File: config.mk
export PLATFORM = sky130hd
export DESIGN_NAME = ddr3_axi_traffic_gen
export DESIGN_NICKNAME = d
export VERILOG_FILES = /design/src/rtl/ddr3_tg_pkg.sv /design/src/rtl/ddr3_tg_pattern.sv /design/src/rtl/ddr3_axi_traffic_gen.sv
export SDC_FILE = /design/constraint.sdc
export NUM_CORES = 1
export LEC_CHECK = 0
export BUFFER_PORTS_ARGS = -buffer_cell sky130_fd_sc_hd__buf_2
export CAP_MARGIN = 5
export CORE_UTILIZATION = 28
export CTS_CLUSTER_DIAMETER = 100
export DETAILED_ROUTE_END_ITERATION = 8
export PLACE_DENSITY = 0.5
export SYNTH_ARGS = -nofsm -noshare
export SYNTH_HDL_FRONTEND = slang
export SYNTH_SLANG_ARGS = --single-unit
File: constraint.sdc
create_clock -name clk_i -period 5 [get_ports clk_i]
set_input_delay 0.5 -clock clk_i [delete_from_list [all_inputs] [get_ports clk_i]]
set_output_delay 0.5 -clock clk_i [all_outputs]
set_load 0.005 [all_outputs]
File: src/rtl/ddr3_tg_pkg.sv
// Shared types and constants for the DDR3 AXI traffic generator.
// The data pattern is selected at build time with the DDR3_TG_LFSR_EN macro
// (defined: Galois LFSR stream; undefined: beat address xor seed).
package ddr3_tg_pkg;

   typedef enum logic [2:0] {
      TG_IDLE,
      TG_WR_AW,
      TG_WR_W,
      TG_WR_B,
      TG_RD_AR,
      TG_RD_R,
      TG_DONE
   } tg_state_e;

   localparam logic [1:0]  AXI_BURST_INCR = 2'b01;
   localparam logic [1:0]  AXI_RESP_OKAY  = 2'b00;
   localparam logic [31:0] LFSR_POLY      = 32'h8020_0003;

   // One step of a right-shifting Galois LFSR: taps are applied when the bit shifted out is 1.
   function automatic logic [31:0] lfsr_next(input logic [31:0] cur);
      return cur[0] ? ((cur >> 1) ^ LFSR_POLY) : (cur >> 1);
   endfunction

endpackage

File: src/rtl/ddr3_tg_pattern.sv
// Data pattern generator shared by the write and read phases.
// With DDR3_TG_LFSR_EN defined the data is an LFSR stream reloaded with SEED on load and advanced
// on step; otherwise the data is the beat address xor SEED and load/step have no effect.
module ddr3_tg_pattern
   import ddr3_tg_pkg::*;
#(
   parameter logic [31:0] SEED = 32'hA5A5_5A5A
) (
   input  logic        clk_i,
   input  logic        rst_ni,
   input  logic        load,
   input  logic        step,
   input  logic [31:0] addr,
   output logic [31:0] data
);

`ifdef DDR3_TG_LFSR_EN
   logic [31:0] lfsr_q;
   logic        unused_addr;

   assign unused_addr = ^addr;

   // LFSR register: reload on load, advance once per accepted beat.
   always_ff @(posedge clk_i or negedge rst_ni) begin
      if (!rst_ni) begin
         lfsr_q <= SEED;
      end else if (load) begin
         lfsr_q <= SEED;
      end else if (step) begin
         lfsr_q <= lfsr_next(lfsr_q);
      end
   end

   assign data = lfsr_q;
`else
   logic unused_ctrl;

   assign unused_ctrl = ^{clk_i, rst_ni, load, step};
   assign data        = addr ^ SEED;
`endif

endmodule

File: src/rtl/ddr3_axi_traffic_gen.sv
// AXI4 initiator memory self-test: writes NUM_BURSTS INCR bursts of a known pattern from BASE_ADDR,
// reads them back and counts mismatches and bad responses. One transaction outstanding at a time.
// Pattern source is chosen by the DDR3_TG_LFSR_EN macro inside ddr3_tg_pattern.
module ddr3_axi_traffic_gen
   import ddr3_tg_pkg::*;
#(
   parameter logic [31:0] BASE_ADDR  = 32'h0000_0000,
   parameter int unsigned BURST_LEN  = 8,
   parameter int unsigned NUM_BURSTS = 16,
   parameter logic [3:0]  AXI_ID     = 4'h3,
   parameter logic [31:0] SEED       = 32'hA5A5_5A5A
) (
   input  logic        clk_i,
   input  logic        rst_ni,
   input  logic        start_i,
   output logic        busy_o,
   output logic        done_o,
   output logic        pass_o,
   output logic [15:0] err_count_o,
   output logic        outport_awvalid_o,
   output logic [31:0] outport_awaddr_o,
   output logic [3:0]  outport_awid_o,
   output logic [7:0]  outport_awlen_o,
   output logic [1:0]  outport_awburst_o,
   input  logic        outport_awready_i,
   output logic        outport_wvalid_o,
   output logic [31:0] outport_wdata_o,
   output logic [3:0]  outport_wstrb_o,
   output logic        outport_wlast_o,
   input  logic        outport_wready_i,
   input  logic        outport_bvalid_i,
   input  logic [1:0]  outport_bresp_i,
   input  logic [3:0]  outport_bid_i,
   output logic        outport_bready_o,
   output logic        outport_arvalid_o,
   output logic [31:0] outport_araddr_o,
   output logic [3:0]  outport_arid_o,
   output logic [7:0]  outport_arlen_o,
   output logic [1:0]  outport_arburst_o,
   input  logic        outport_arready_i,
   input  logic        outport_rvalid_i,
   input  logic [31:0] outport_rdata_i,
   input  logic [1:0]  outport_rresp_i,
   input  logic [3:0]  outport_rid_i,
   input  logic        outport_rlast_i,
   output logic        outport_rready_o
);

   localparam logic [7:0]  LAST_BEAT    = 8'(BURST_LEN - 1);
   localparam logic [15:0] LAST_BURST   = 16'(NUM_BURSTS - 1);
   localparam logic [31:0] BURST_STRIDE = 32'(BURST_LEN * 4);

   tg_state_e   state_q, state_d;
   logic [15:0] burst_q;
   logic [31:0] burst_addr_q;
   logic [7:0]  beat_q;
   logic [15:0] err_q;
   logic        done_q;

   logic        aw_valid, w_valid, b_ready, ar_valid, r_ready;
   logic        start_acc;
   logic        aw_hs, w_hs, b_hs, ar_hs, r_hs;
   logic        last_beat, last_burst;
   logic [31:0] beat_addr;
   logic [31:0] pat_data;
   logic        pat_load, pat_step;
   logic [2:0]  err_inc;
   logic [16:0] err_sum;
   logic [15:0] err_next;

   assign last_beat  = (beat_q == LAST_BEAT);
   assign last_burst = (burst_q == LAST_BURST);
   assign beat_addr  = burst_addr_q + {22'b0, beat_q, 2'b00};

   assign aw_hs = aw_valid && outport_awready_i;
   assign w_hs  = w_valid && outport_wready_i;
   assign b_hs  = b_ready && outport_bvalid_i;
   assign ar_hs = ar_valid && outport_arready_i;
   assign r_hs  = r_ready && outport_rvalid_i;

   // State register.
   always_ff @(posedge clk_i or negedge rst_ni) begin
      // NOTE: sequential state uses non-blocking assignments so every register samples pre-edge values.
      if (!rst_ni) begin
         state_q <= TG_IDLE;
      end else begin
         state_q <= state_d;
      end
   end

   // Next-state logic and per-state channel strobes.
   always_comb begin
      // NOTE: every output of this block gets a default first so no path leaves it unassigned (no latches).
      state_d   = state_q;
      aw_valid  = 1'b0;
      w_valid   = 1'b0;
      b_ready   = 1'b0;
      ar_valid  = 1'b0;
      r_ready   = 1'b0;
      start_acc = 1'b0;
      case (state_q)
         TG_IDLE: begin
            if (start_i) begin
               start_acc = 1'b1;
               state_d   = TG_WR_AW;
            end
         end
         TG_WR_AW: begin
            aw_valid = 1'b1;
            if (outport_awready_i) state_d = TG_WR_W;
         end
         TG_WR_W: begin
            w_valid = 1'b1;
            if (outport_wready_i && last_beat) state_d = TG_WR_B;
         end
         TG_WR_B: begin
            b_ready = 1'b1;
            if (outport_bvalid_i) state_d = last_burst ? TG_RD_AR : TG_WR_AW;
         end
         TG_RD_AR: begin
            ar_valid = 1'b1;
            if (outport_arready_i) state_d = TG_RD_R;
         end
         TG_RD_R: begin
            r_ready = 1'b1;
            if (outport_rvalid_i && last_beat) state_d = last_burst ? TG_DONE : TG_RD_AR;
         end
         TG_DONE: begin
            state_d = TG_IDLE;
         end
         default: begin
            state_d = TG_IDLE;
         end
      endcase
   end

   // Error increment for this cycle: each faulty field of a B or R handshake counts once.
   always_comb begin
      err_inc = 3'd0;
      if (b_hs) begin
         err_inc = {2'b00, outport_bresp_i != AXI_RESP_OKAY}
                 + {2'b00, outport_bid_i != AXI_ID};
      end else if (r_hs) begin
         err_inc = {2'b00, outport_rresp_i != AXI_RESP_OKAY}
                 + {2'b00, outport_rid_i != AXI_ID}
                 + {2'b00, outport_rdata_i != pat_data}
                 + {2'b00, outport_rlast_i != last_beat};
      end
   end

   assign err_sum  = {1'b0, err_q} + {14'b0, err_inc};
   assign err_next = err_sum[16] ? 16'hFFFF : err_sum[15:0];

   // Burst/beat position, address, error count and done flag.
   always_ff @(posedge clk_i or negedge rst_ni) begin
      if (!rst_ni) begin
         burst_q      <= '0;
         burst_addr_q <= '0;
         beat_q       <= '0;
         err_q        <= '0;
         done_q       <= 1'b0;
      end else if (start_acc) begin
         burst_q      <= '0;
         burst_addr_q <= BASE_ADDR;
         beat_q       <= '0;
         err_q        <= '0;
         done_q       <= 1'b0;
      end else begin
         if (w_hs || r_hs) begin
            beat_q <= last_beat ? 8'd0 : beat_q + 8'd1;
         end
         if (b_hs) begin
            // After the final write response the read phase restarts from the first burst.
            burst_q      <= last_burst ? 16'd0 : burst_q + 16'd1;
            burst_addr_q <= last_burst ? BASE_ADDR : burst_addr_q + BURST_STRIDE;
         end else if (r_hs && last_beat) begin
            burst_q      <= burst_q + 16'd1;
            burst_addr_q <= burst_addr_q + BURST_STRIDE;
         end
         err_q <= err_next;
         if (state_q == TG_DONE) done_q <= 1'b1;
      end
   end

   // Re-seeding at the write/read boundary makes expected read data match written data beat-for-beat.
   assign pat_load = start_acc || (b_hs && last_burst);
   assign pat_step = w_hs || r_hs;

   ddr3_tg_pattern #(
      .SEED (SEED)
   ) u_pattern (
      .clk_i  (clk_i),
      .rst_ni (rst_ni),
      .load   (pat_load),
      .step   (pat_step),
      .addr   (beat_addr),
      .data   (pat_data)
   );

   // Payloads are forced to zero whenever their valid is low.
   assign outport_awvalid_o = aw_valid;
   assign outport_awaddr_o  = aw_valid ? burst_addr_q : 32'd0;
   assign outport_awid_o    = aw_valid ? AXI_ID : 4'd0;
   assign outport_awlen_o   = aw_valid ? LAST_BEAT : 8'd0;
   assign outport_awburst_o = aw_valid ? AXI_BURST_INCR : 2'd0;

   assign outport_wvalid_o  = w_valid;
   assign outport_wdata_o   = w_valid ? pat_data : 32'd0;
   assign outport_wstrb_o   = w_valid ? 4'hF : 4'h0;
   assign outport_wlast_o   = w_valid && last_beat;

   assign outport_bready_o  = b_ready;

   assign outport_arvalid_o = ar_valid;
   assign outport_araddr_o  = ar_valid ? burst_addr_q : 32'd0;
   assign outport_arid_o    = ar_valid ? AXI_ID : 4'd0;
   assign outport_arlen_o   = ar_valid ? LAST_BEAT : 8'd0;
   assign outport_arburst_o = ar_valid ? AXI_BURST_INCR : 2'd0;

   assign outport_rready_o  = r_ready;

   assign busy_o      = (state_q != TG_IDLE);
   assign done_o      = done_q;
   assign pass_o      = done_q && (err_q == 16'd0);
   assign err_count_o = err_q;

endmodule

---- After elaboration in Yosys (flattened, before gate mapping) ----
Cells that the tools add are included.
word-level totals
  word-level logic and storage cells ...... 95
  bits of input ports ..................... 53
  flip-flop bits (word level) ............. 76
  output and inout bits ................... 153
operators by class
  reductions and logical operators ........ 18
  add/subtract/negate cells ............... 9
  eq/ne operators ......................... 18
  multiplexer cells ....................... 43
  bitwise logic cells ..................... 1
operator list
  operator               number
  $mux 32                7
  $mux 16                6
  $mux 3                 11
  $add 32x10->32         1
  $add 32x6->32 const B  1
  $ne 32x32->1           1
  $mux 8                 3
  $pmux 3 s6             1
  $add 16x3->17          1
  $add 16x1->16 const B  1
  $eq 16x4->1 const B    1
  $logic_not 16->1       1
  $not 16->16            1
  $ne 2x2->1 const B     6
  $mux 1                 11
  $eq 3x3->1 const B     3
  $add 8x1->8 const B    1
  $eq 8x3->1 const B     1
  $logic_and 1x1->1      8
  $ne 4x2->1 const B     2
  $reduce_bool 2->1      4
  $eq 3x2->1 const B     2
  $mux 2                 3
  $reduce_and 6->1       1
  other kinds (9)        11

---- Logic depth before layout (Yosys ltp) ----
  depth in word-level cells ............... 10
  mapped depth ............................ 22
  gate-level depth less buffers ........... 21

---- Cells and area by module ----
From an unflattened synthesis, not the netlist that was laid out.
unflattened totals
  cell total of the unflattened synthesis .. 738
  area total of the unflattened synthesis .. 6134.6 um^2
modules (own cells, without submodules)
  module                sequential area each (um^2)  area an instance (um^2)  cells an instance  instances
  ddr3_axi_traffic_gen  1776.7                       5954.5                   706                1
  ddr3_tg_pattern       0.0                          180.2                    32                 1

---- Worst setup path before layout ----
Ideal clock, no wire load.
  kind .................................... reg2reg
  start point ............................. reg burst_addr_q[6]
  end point ............................... reg err_q[13], in the netlist err_count_o[13]
  path slack .............................. -0.338 ns
  library setup time ...................... 0.086 ns
  cell stages (with the launch flop) ...... 22
  buffers on the path ..................... 1
  arrival ................................. 5.252 ns
  period minus slack after synthesis ...... 5.338 ns
  required time ........................... 4.914 ns
  path through ............................ dfrtp_1 -> ha_1 -> a21oi_1 -> nor2_4 -> o21ai_2 -> xnor2_2 -> xnor2_1 -> or4_1 -> or4_1 -> or4_1 -> ha_1 -> ha_1 -> a22o_1 -> inv_1 -> fa_1 -> nor2b_1 -> o2111a_1 -> and3_1 -> clkbuf_1 -> nand3_1 -> and4_1 -> nor3_1
on the way
  cells in the longest elaborated chain, start to end .. 10
RTL lines
  item                          line                         source
  start, declared               ddr3_axi_traffic_gen.sv:55   logic [31:0] burst_addr_q;
  start signal, assigned        ddr3_axi_traffic_gen.sv:175  burst_addr_q <= last_burst ? BASE_ADDR : burst_addr_q + BURST_STRIDE;
  start signal, assigned        ddr3_axi_traffic_gen.sv:178  burst_addr_q <= burst_addr_q + BURST_STRIDE;
  $add 32x10->32 (*)            ddr3_axi_traffic_gen.sv:73   assign beat_addr = burst_addr_q + {22'b0, beat_q, 2'b00};
  $not 16->16 (no source line)  --
  $ne 32x32->1 (*)              ddr3_axi_traffic_gen.sv:146  + {2'b00, outport_rdata_i != pat_data}
  $add 2x1->3 (*)               ddr3_axi_traffic_gen.sv:146
  $add 3x1->3 (*)               ddr3_axi_traffic_gen.sv:147  + {2'b00, outport_rlast_i != last_beat};
  $mux 3 (*)                    ddr3_axi_traffic_gen.sv:143  end else if (r_hs) begin
  $mux 3 (*)                    ddr3_axi_traffic_gen.sv:140  if (b_hs) begin
  $add 16x3->17 (*)             ddr3_axi_traffic_gen.sv:151  assign err_sum = {1'b0, err_q} + {14'b0, err_inc};
  $mux 16 (*)                   ddr3_axi_traffic_gen.sv:152  assign err_next = err_sum[16] ? 16'hFFFF : err_sum[15:0];
  $mux 16 (*)                   ddr3_axi_traffic_gen.sv:162  end else if (start_acc) begin
  end signal, assigned          ddr3_axi_traffic_gen.sv:180  err_q <= err_next;
  end, declared                 ddr3_axi_traffic_gen.sv:57   logic [15:0] err_q;
Every way passes the cells marked *; elsewhere a longest branch is shown, timed or not.
A chain may end at the register's enable or synchronous reset.

---- Final worst setup path ----
Same ends and word-level chain as after synthesis.

==> impl_results.md <==
- Kind of start point of the critical path: register
- Critical path type: register to register
- Dpl cell area: 7720 um^2
- Worst r2r dst: err_count_o[13]
- Setup crit start: burst_addr_q[6]
- Buf/Inv on CP: 1
- Pre-Repair DR Iteration Count: 5
- Maximum clock rate: 199 MHz
- Category of the worst setup path capture point: register
- Transition time at the pin with the least slew margin: 0.739 ns
- Final cell area excluding filler cells: 8190 um^2
- Finished Layout Cells: 1276
- Remaining number of nets flagged by the antenna check after routing: 0
- DRC violation count after routing: 0
- Critical path destination: err_count_o[13]
- Number of synthesized register bits: 71
- Global-route congestion overflow total: 0
- Final antenna diode count: 0
- # H-tree levels: 3
- Kind of path behind the tightest hold check: input port to asynchronous set/reset pin
- Cell area after synthesis: 6100 um^2
- Crit path DAT: 5.28 ns
- Outcome: finished, violations left
- Number of endpoints with negative hold slack in the final report: 0
- Number of instances in the synthesized netlist: 779
- X dimension of the die: 150 um
- Slowest cell on the critical path: or4_4
- Unrepaired setup endpoints after global routing: yes
- Worst skew pair latency: 0.34 ns
- Multiplexer share of the synthesized area: 0%
- Cell accounting for the most synthesized area: dfrtp_1
- Longest Clk Path Bufs: 2
- Site Rows: 53
- Uppermost routed layer: met4
- Routed met1 length: 10700 um
- Total number of yosys warnings: 0
- Final nets: 1068
- Parity-gate share of the synthesized area counting xor and xnor cells: 13.6%
- Leading cell type in the layout, fill and taps excluded: buf_2
- Violations in the final reports: negative setup slack
- Complex-gate fraction of the synthesized area: 12.6%
- Total of hold buffers inserted after clock tree synthesis: 0
- Depth of the most critical reg-to-reg path: 20
- Dominant combinational cell family by area after synthesis: simple AND/OR/NAND/NOR gates
- Proportion of netlist area held by the largest area contributor: 29.1%
- Startpoint of the most critical register-to-register path: burst_addr_q[6]
- Final Worst Setup Slack: -0.0200 ns
- TritonCTS clock tree: yes
- Worst path depth: 20
- Initial antenna violation count: 0
- Global-route wire length before repair: 31400 um
- Global placement routability congestion: 0.884
- Static Leakage: 4.02 nW
- Clock-pin slew on the worst setup and hold paths: 0.06 ns
- Root buffer cell: clkbuf_16
- Final WL: 21100 um
- Core Box Area: 21200 um^2
- Die Span Y: 150 um
- Final critical delay including setup and external delays: 5.02 ns
- Final Power: 2.20 mW
- Headroom to the max-slew limit: 50.7%
- Worst Hold Slack: 0.227 ns
- Post-Place Cells: 1259
- Crit path largest cell delay: 0.53 ns
- Synth Area in Adders: 3.69%
- Family with the most delay on the worst path: simple AND/OR/NAND/NOR gates
- Post-synth EDFFs: 0
- Fraction of the mapped netlist area in simple logic gates: 30.8%
- Initial Utilization: 28.8%
- Total length of routed met2 wires: 9100 um
- IO buf count: 178
- Detailed placer's ending HPWL: 16700 um
- Post-route fraction of the period consumed by the critical path: 100%
- Area growth, synth to finish: 34.2%
- Commonest non-fill, non-tap cells in the layout: buf_2 (178), buf_4 (94), nor2_1 (93), dfrtp_1 (68), nand2_1 (60)
- Main flop type after synthesis: dfrtp_1
- Post-synthesis async set-or-reset flop share: 100%
- Number of distinct library cells after synthesis: 71
- Fraction of final layout cells sized beyond drive strength 1: 34.0%
- Clock tree sinks: 71
- Number of max-slew violations in the final report: 0
- Ordered list of cells on the worst path: ha_4 -> a21o_4 -> a21oi_4 -> o21bai_1 -> xor2_1 -> xnor2_1 -> or4_1 -> or4_1 -> or4_4 -> ha_4 -> a22o_1 -> ha_2 -> inv_2 -> fa_2 -> nor2b_2 -> o2111a_1 -> and3_4 -> nand3_2 -> and4_1 -> nor3_2
- Final count of negative-setup-slack endpoints: 6
- Clk_skew: 0.00983 ns
- Ratio of routed vias to standard cells: 4.86
- Via count of the routed design: 6203
- Synthesized area per cell: 7.83 um^2
- Starting DRT DRC Count: 383
- IO Count: 206
- Setup slack on the worst flop-to-flop path: -0.02 ns
- Critical path required time: 5.26 ns
- Biggest area contributors in the synthesized netlist: dfrtp_1 (29%), xnor2_1 (6.3%), xor2_1 (6.3%)
- Sequential-to-total area share from yosys stat: 29.1%
- TritonCTS buffer count: 9
- Global Route Usage Sum: 18.4%
- Via count of the first global-routing pass: 5483
- Metal3 WL: 992 um
- Pin count of the biggest net entering global routing: 44
- Max IR drop VDD: 0.000169 V
- Max cap viols: 0
- Die area: 22400 um^2
- Biggest fanout along the worst timing path: 3
- Pwr per Cell Area: 268 nW/um^2
- Average wire per cell in the routed design: 16.5 um
cell families after synthesis:
group | Yosys count
buf+inv | 115
fa+ha+maj | 17
simple gates | 362
compound gates | 122
xor+xnor | 91
flops | 71
other cells | 1
worst min path at each step:
stage	startpoint	endpoint	slack, ns	cells after the start
2_1_floorplan	rst_ni	beat_q[0]	0.20	0
3_3_place_gp	burst_q[1]	burst_q[1]	0.50	2
3_5_place_dp	burst_q[14]	burst_q[14]	0.50	1
4_1_cts	rst_ni	burst_addr_q[21]	0.25	1
5_1_grt	rst_ni	burst_addr_q[31]	0.28	1
6_report	rst_ni	burst_addr_q[25]	0.23	1
report_power, final:
group / internal, mW / switching, mW / total (mW)
Clock: 0.377 / 0.238 / 0.615
Combinational: 0.337 / 0.528 / 0.865
Sequential: 0.628 / 0.0864 / 0.715
cells in the mapped netlist (all sizes together), types with 3 or more instances:
library cell,instances
nor3,20
nand3b,4
a31oi,4
xor2,44
inv,25
clkbuf,33
xnor2,45
ha,14
nor3b,6
or2,3
o31ai,5
nand4,17
a21oi,39
a21o,4
nand3,28
nor2b,8
and3,38
nand2,63
dfrtp,71
buf,57
nor2,97
nand2b,6
o21ai,37
o211ai,7
and2,36
or3,7
a211oi,3
nor4,17
or4,5
through the flow:
step | util [%] | setup TNS (ns) | setup WS (ns)
6_report | 38.6 | -0.0630 | -0.0200
5_1_grt | 38.6 | -3.28 | -0.242
4_1_cts | 37.8 | 0 | 0.0188
3_5_place_dp | 36.4 | -2.44 | -0.183
3_3_place_gp | 36.4 | -0.450 | -0.0602
2_1_floorplan | - | 0 | 0.0477
registers in the layout, summed over array words and instances (netlist names):
name,count
beat_q,8
state_q,3
done_o,1
err_count_o,16
burst_addr_q,27
burst_q,16
repair_timing:
| item | CTS | global route |
|---|---|---|
| pin swaps | 2 | 13 |
| setup endpoints to repair | 16 | 16 |
| gates resized for setup | 6 | 26 |
| buffers inserted | 1 | 3 |
cell type report:
type	count	area [um^2]
Clock buffer	11	233
Clock inverter	2	35.0
Fill cell	2252	13000
Inverter	25	93.8
Multi-Input combinational cell	619	4090
Sequential cell	71	1780
Tap cell	275	344
Timing Repair Buffer	273	1610
layer usage:
metal	track usage (%)	vias up
met5	0	-
met4	4.95	0
met2	26.7	168
met1	28.0	2962
li1	-	3055
met3	2.50	18
No activity file was read; power rests on OpenSTA's default activity.
